==> src/rtl/mult_pkg.sv <==
// mult_pkg
//   Shared definitions for the multiplier arbiter slice: operand and product
//   widths and the arbiter FSM state type.
package mult_pkg;

    localparam int unsigned OPW   = 32;
    localparam int unsigned PRODW = 64;

    typedef enum logic [2:0] {
        IDLE,
        ISSUE,
        WAIT_HI,
        WAIT_LO,
        RESP
    } state_e;

endpackage

==> src/rtl/mult_arbiter_rr.sv <==
// rr_arbiter
//   Combinational round-robin grant. Searches the request vector starting
//   at ptr + 1 (wrapping modulo N) and grants the first active requester.
// Ports:
//   req    in  N      request vector
//   ptr    in  IDX_W  index of the last granted requester
//   grant  out N      one-hot grant, zero when no request is active
module rr_arbiter #(
    parameter int unsigned N     = 4,
    parameter int unsigned IDX_W = $clog2(N)
) (
    input  logic [N-1:0]     req,
    input  logic [IDX_W-1:0] ptr,
    output logic [N-1:0]     grant
);

    always_comb begin
        logic             found;
        logic [IDX_W-1:0] idx;
        grant = '0;
        found = 1'b0;
        idx   = '0;
        for (int unsigned i = 1; i <= N; i++) begin
            idx = IDX_W'((32'(ptr) + i) % N);
            if (!found && req[idx]) begin
                grant[idx] = 1'b1;
                found      = 1'b1;
            end
        end
    end

endmodule

==> src/rtl/mult_arbiter.sv <==
// mult_arbiter
//   Shares one multiplier among N_REQ requesters. One operation is in flight
//   at a time: accept in IDLE, pulse mult_start in ISSUE, wait for the
//   multiplier busy handshake (rise then fall), then return the product to
//   the owning requester with a one-cycle resp_valid pulse.
//   Optional macro MULT_ARB_ZERO_SKIP_EN: a request with a zero operand
//   bypasses the multiplier and responds with 0 one cycle after accept.
// Ports:
//   clk, reset                 clock (rising edge), async active-high reset
//   req_valid / req_ready      per-requester request handshake (ready one-hot)
//   req_a / req_b              per-requester 32-bit operands
//   resp_valid                 per-requester one-cycle result pulse
//   resp_product               shared 64-bit result bus
//   mult_start, mult_a, mult_b request to the multiplier
//   mult_busy, mult_product    status and result from the multiplier
module mult_arbiter
    import mult_pkg::*;
#(
    parameter int unsigned N_REQ = 4
) (
    input  logic                        clk,
    input  logic                        reset,
    input  logic [N_REQ-1:0]            req_valid,
    output logic [N_REQ-1:0]            req_ready,
    input  logic [N_REQ-1:0][OPW-1:0]   req_a,
    input  logic [N_REQ-1:0][OPW-1:0]   req_b,
    output logic [N_REQ-1:0]            resp_valid,
    output logic [PRODW-1:0]            resp_product,
    output logic                        mult_start,
    output logic [OPW-1:0]              mult_a,
    output logic [OPW-1:0]              mult_b,
    input  logic                        mult_busy,
    input  logic [PRODW-1:0]            mult_product
);

    localparam int unsigned IDX_W = $clog2(N_REQ);

    state_e            state_q, state_d;
    logic [IDX_W-1:0]  ptr_q, ptr_d;
    logic [IDX_W-1:0]  gnt_q, gnt_d;
    logic [OPW-1:0]    a_q, a_d;
    logic [OPW-1:0]    b_q, b_d;
    logic [PRODW-1:0]  prod_q, prod_d;

    logic [N_REQ-1:0]  grant;
    logic [IDX_W-1:0]  grant_idx;

    rr_arbiter #(
        .N     (N_REQ),
        .IDX_W (IDX_W)
    ) u_rr (
        .req   (req_valid),
        .ptr   (ptr_q),
        .grant (grant)
    );

    always_comb begin
        grant_idx = '0;
        for (int unsigned i = 0; i < N_REQ; i++) begin
            if (grant[i]) begin
                grant_idx = IDX_W'(i);
            end
        end
    end

    always_comb begin
        state_d    = state_q;
        ptr_d      = ptr_q;
        gnt_d      = gnt_q;
        a_d        = a_q;
        b_d        = b_q;
        prod_d     = prod_q;
        req_ready  = '0;
        mult_start = 1'b0;
        resp_valid = '0;

        case (state_q)
            IDLE: begin
                req_ready = grant;
                if (|req_valid) begin
                    ptr_d = grant_idx;
                    gnt_d = grant_idx;
                    a_d   = req_a[grant_idx];
                    b_d   = req_b[grant_idx];
`ifdef MULT_ARB_ZERO_SKIP_EN
                    if (req_a[grant_idx] == '0 || req_b[grant_idx] == '0) begin
                        prod_d  = '0;
                        state_d = RESP;
                    end else begin
                        state_d = ISSUE;
                    end
`else
                    state_d = ISSUE;
`endif
                end
            end
            ISSUE: begin
                mult_start = 1'b1;
                state_d    = WAIT_HI;
            end
            WAIT_HI: begin
                if (mult_busy) begin
                    state_d = WAIT_LO;
                end
            end
            WAIT_LO: begin
                // Capture on the falling edge of busy so the product is on
                // the bus for the whole RESP cycle.
                if (!mult_busy) begin
                    prod_d  = mult_product;
                    state_d = RESP;
                end
            end
            RESP: begin
                resp_valid[gnt_q] = 1'b1;
                state_d           = IDLE;
            end
            default: state_d = IDLE;
        endcase
    end

    always_ff @(posedge clk or posedge reset) begin
        if (reset) begin
            state_q <= IDLE;
            ptr_q   <= IDX_W'(N_REQ - 1);
            gnt_q   <= '0;
            a_q     <= '0;
            b_q     <= '0;
            prod_q  <= '0;
        end else begin
            state_q <= state_d;
            ptr_q   <= ptr_d;
            gnt_q   <= gnt_d;
            a_q     <= a_d;
            b_q     <= b_d;
            prod_q  <= prod_d;
        end
    end

    assign mult_a       = a_q;
    assign mult_b       = b_q;
    assign resp_product = prod_q;

endmodule
==> config.mk <==
export PLATFORM = sky130hd
export DESIGN_NAME = mult_arbiter
export DESIGN_NICKNAME = d
export VERILOG_FILES = /design/src/rtl/mult_pkg.sv /design/src/rtl/mult_arbiter_rr.sv /design/src/rtl/mult_arbiter.sv
export SDC_FILE = /design/constraint.sdc
export NUM_CORES = 1
export LEC_CHECK = 0
export CAP_MARGIN = 25
export CORE_AREA = 2 2 182 184
export CTS_CLUSTER_SIZE = 30
export DETAILED_ROUTE_END_ITERATION = 10
export DIE_AREA = 0 0 184 186
export PLACE_DENSITY = 0.62
export SYNTH_ARGS = -nofsm -noshare
export SYNTH_HDL_FRONTEND = slang
export SYNTH_SLANG_ARGS = --single-unit
==> constraint.sdc <==
create_clock -name clk -period 7.7 [get_ports clk]
set_input_delay 1.54 -clock clk [delete_from_list [all_inputs] [get_ports clk]]
set_output_delay 1.54 -clock clk [all_outputs]
set_load 0.01 [all_outputs]
==> out/qor.txt <==
PWR
----------------------------------------------------------------------------------------
Power per cell area                                                         430.7 nW/µm²
P_leak                                                                          5.247 nW
Combinational cell fraction of total power                                         62.4%
Total chip power                                                                5.714 mW
Net load switching power                                                        2.540 mW
Maximum vdd ir drop                                                             200.7 µV
Part of the total power dissipated in the clock network                            14.8%
Cell-internal power                                                             3.174 mW
Sequential fraction of design power                                                22.8%
Proportion of total power due to net switching                                    44.45%

SETUP PATH
----------------------------------------------------------------------------------------
Depth of the most critical reg-to-reg path                                            10
Worst setup path class                                                      input port to output port
Critical path data required time                                                 6160 ps
Setup crit end kind                                                          output port
Capture instance of the worst register-to-register path                     mult_a[25]$_DFFE_PP0P_
Crit Reg-Reg Startpoint                                                     ptr_q[0]$_DFFE_PP1P_
Critical path launch point type                                               input port
Critical path fanouts, max                                                            56
Arrival time at the worst endpoint                                               4320 ps
Worst R2R Setup Slack                                                            3530 ps

GLOBAL ROUTE
----------------------------------------------------------------------------------------
Total global-route track usage                                                    17.85%
Number of antenna violations at the first check in global routing                      1
Number of global-route vias before repair                                           7732
Final global-route overflow total                                                      0
Wire length of the first global-routing pass                                    45750 µm
Pin count of the biggest net entering global routing                                  85

JOB
----------------------------------------------------------------------------------------
Maximum capacitance violations                                                         0

STA
----------------------------------------------------------------------------------------
Fmax                                                                           170.7 MHz
Least-Margin Pin Slew                                                           981.0 ps
RSZ-0062 raised after global routing                                                  no
Final setup violation count                                                            0
Hold violation total from the final report                                             0
Max-slew violation total from the final report                                         0
Worst-case clock skew                                                           7.662 ps
Min Tclk post-route                                                              5859 ps
Fin Setup TNS                                                                       0 ps
Rel. slew slack                                                                   34.46%
Portion of the clock cycle consumed by the worst path in the final layout         76.09%

SYNTHESIS
----------------------------------------------------------------------------------------
Count of yosys warnings during synthesis                                               0
Post-synthesis area per instance                                               10.66 µm²
Ys flop type                                                                     dfrtp_1
Sequential share of the synthesized area                                          43.34%
Synth Net Count                                                                     1067
Async set-or-reset flop fraction in the synthesized netlist                       100.0%
Post-synthesis register bit count                                                    135
Number of distinct library cells after synthesis                                      41
Post-synthesis instance area                                                    7800 µm²
Synthesized instance count                                                           732
Number of flops mapped to enable cells by yosys                                        0

FLOORPLANNING
----------------------------------------------------------------------------------------
Number of top-level pins                                                             464
Overall die width                                                                 184 µm
Die Height                                                                        186 µm
Starting utilization of the core area                                             24.22%
Total Die Area                                                                 34220 µm²
Core box area                                                                  32210 µm²
Standard-cell row count                                                               66

DRT
----------------------------------------------------------------------------------------
Routed wire length                                                              31610 µm
Vias                                                                                7639
Final antenna-violating net count                                                      0
Iteration-0 DRC Markers                                                              293
Avg Vias per Cell                                                                  4.853
Average wire length per cell after detail routing                               20.08 µm
Detailed-router iteration count before antenna repair                                  4
Remaining routing DRC violations                                                       0

CLOCK TREE
----------------------------------------------------------------------------------------
Maximum root-to-sink buffer count                                                      2
Post-cts repair resize count                                                           0
Number of clock sinks                                                                135
CTS tree                                                                           built
Number of hold buffers added after cts                                                 0
Clock slew seen by the registers of the worst setup and hold paths                 60 ps
Number of buffers inserted by post-CTS setup repair                                    0
H-tree levels                                                                          4
Clock root buffer                                                              clkbuf_16
Worst skew pair latency                                                           430 ps
CTS Buf Count                                                                         17

FINISH
----------------------------------------------------------------------------------------
Filler Cell Count                                                                   3167
Share of layout cells above drive strength 1                                      15.79%
Fin nets                                                                            1488
Post-route core utilization                                                       41.20%
Area added between synthesis and finish                                           70.10%

MIN PATH
----------------------------------------------------------------------------------------
Terminating pin of the worst hold path                                      resp_product[34]$_DFFE_PP0P_
Path type of the worst min-delay path                                       flop to flop
Hold-critical path depth                                                               1
Min-delay src                                                               resp_product[34]$_DFFE_PP0P_

PLACEMENT
----------------------------------------------------------------------------------------
Final estimated routing congestion in global placement                            0.7912
Post-DP HPWL                                                                    22790 µm
Port Buf Inserts                                                                     463

STATUS
----------------------------------------------------------------------------------------
Status                                                                      finished clean

power groups by stage:
stage / combinational (mW) / clock (mW) / sequential [mW]
2_1_floorplan: 2.06 / 0 / 1.45
3_3_place_gp: 3.61 / 0 / 1.30
3_5_place_dp: 3.63 / 0 / 1.31
4_1_cts: 3.64 / 0.875 / 1.31
5_1_grt: 3.87 / 0.906 / 1.36
6_report: 3.57 / 0.844 / 1.30
per-layer routing:
| metal | global-route usage (%) | vias to the layer above | routed length, µm |
|---|---|---|---|
| li1 | - | 3569 | - |
| met1 | 20.19 | 3726 | 12460 |
| met2 | 31.11 | 301 | 15790 |
| met3 | 5.987 | 43 | 2518 |
| met4 | 6.880 | 0 | 839 |
| met5 | 0 | - | 0 |
state kept, by name (all words and copies together), names as in the netlist:
name / count
ptr_q: 2
mult_b: 32
gnt_q: 2
resp_product: 64
mult_a: 32
state_q: 3
layout by cell type, fill, tap and decap left out, drive strengths merged, types with 2 or more instances in the layout:
master / n
or3: 2
clkdlybuf4s50: 463
o21ai: 65
and3: 64
nor2: 75
inv: 12
nand2: 6
clkbuf: 19
nand3b: 2
mux4: 4
nor2b: 5
nor3b: 2
a221oi: 67
bufinv: 2
ha: 8
a21oi: 69
a21boi: 66
dfstp: 2
clkinvlp: 3
nor3: 4
dfrtp: 133
mux2: 66
buf: 11
and2: 2
area by class of cell:
type	instances	area, µm²	share of cell area (%)
Timing Repair Buffer	474	4717	35.55
Multi-Input combinational cell	519	4044	30.48
Sequential cell	135	3381	25.48
Tap cell	408	510.5	3.848
Clock buffer	19	442.9	3.338
Clock inverter	12	142.6	1.075
Inverter	6	27.53	0.2075
Antenna cell	1	2.502	0.01886
how the worst max path moves through the flow:
| stage | startpoint | end | cells after the start |
|---|---|---|---|
| final | req_valid[0] | req_ready[1] | 6 |
| after global routing | req_valid[0] | req_ready[1] | 6 |
| after CTS | req_valid[2] | req_ready[1] | 6 |
| after detailed placement | req_valid[0] | req_ready[1] | 6 |
| after global placement | req_valid[2] | req_ready[1] | 6 |
| after floorplan | reset | gnt_q[0]$_DFFE_PP0P_ | 1 |
worst max-delay path: stages:
cell             delay [ps]
clkdlybuf4s50_1         490
mux4_2                  610
or2_4                   310
a211o_4                 500
a21oi_1                 260
clkdlybuf4s50_1         590
cells in the mapped netlist (2+ instances only):
master,count,share of area [%]
a21boi_0,46,4.4
a21boi_1,20,1.9
a21oi_1,69,4.4
a221oi_1,6,0.67
a221oi_2,61,12
and2_1,2,0.16
and3_1,64,5.1
buf_1,2,0.096
buf_2,12,0.77
buf_6,14,2.0
clkbuf_1,43,2.1
dfrtp_1,133,43
dfstp_2,2,0.67
ha_1,8,1.3
inv_1,6,0.29
mux2_2,66,9.5
mux4_2,4,1.2
nand2_1,6,0.29
nand3b_1,2,0.19
nor2_1,73,3.5
nor2b_1,5,0.40
nor3_1,4,0.26
nor3b_1,2,0.19
o21ai_0,61,3.9
o21ai_1,4,0.26
or3_1,2,0.16
cell families after synthesis:
logic type	share of synthesized area (%)
AO/OA/AOI/OAI	28.23
adder cells (fa/ha/maj)	1.283
buffers and inverters	5.342
flip-flops	43.34
multiplexers	10.81
AND/OR/NAND/NOR	10.99
through the flow:
stage	cells	instance area (µm²)	worst slack, ps	hold WS (ps)
after floorplan	732	7800	2552	498.5
after global placement	1542	12680	1841	489.8
after detailed placement	1542	12680	1830	494.0
after CTS	1573	13270	1811	508.3
after global routing	1573	13270	1736	516.4
final	1574	13270	1841	504.9
No activity file was read; power rests on OpenSTA's default activity.
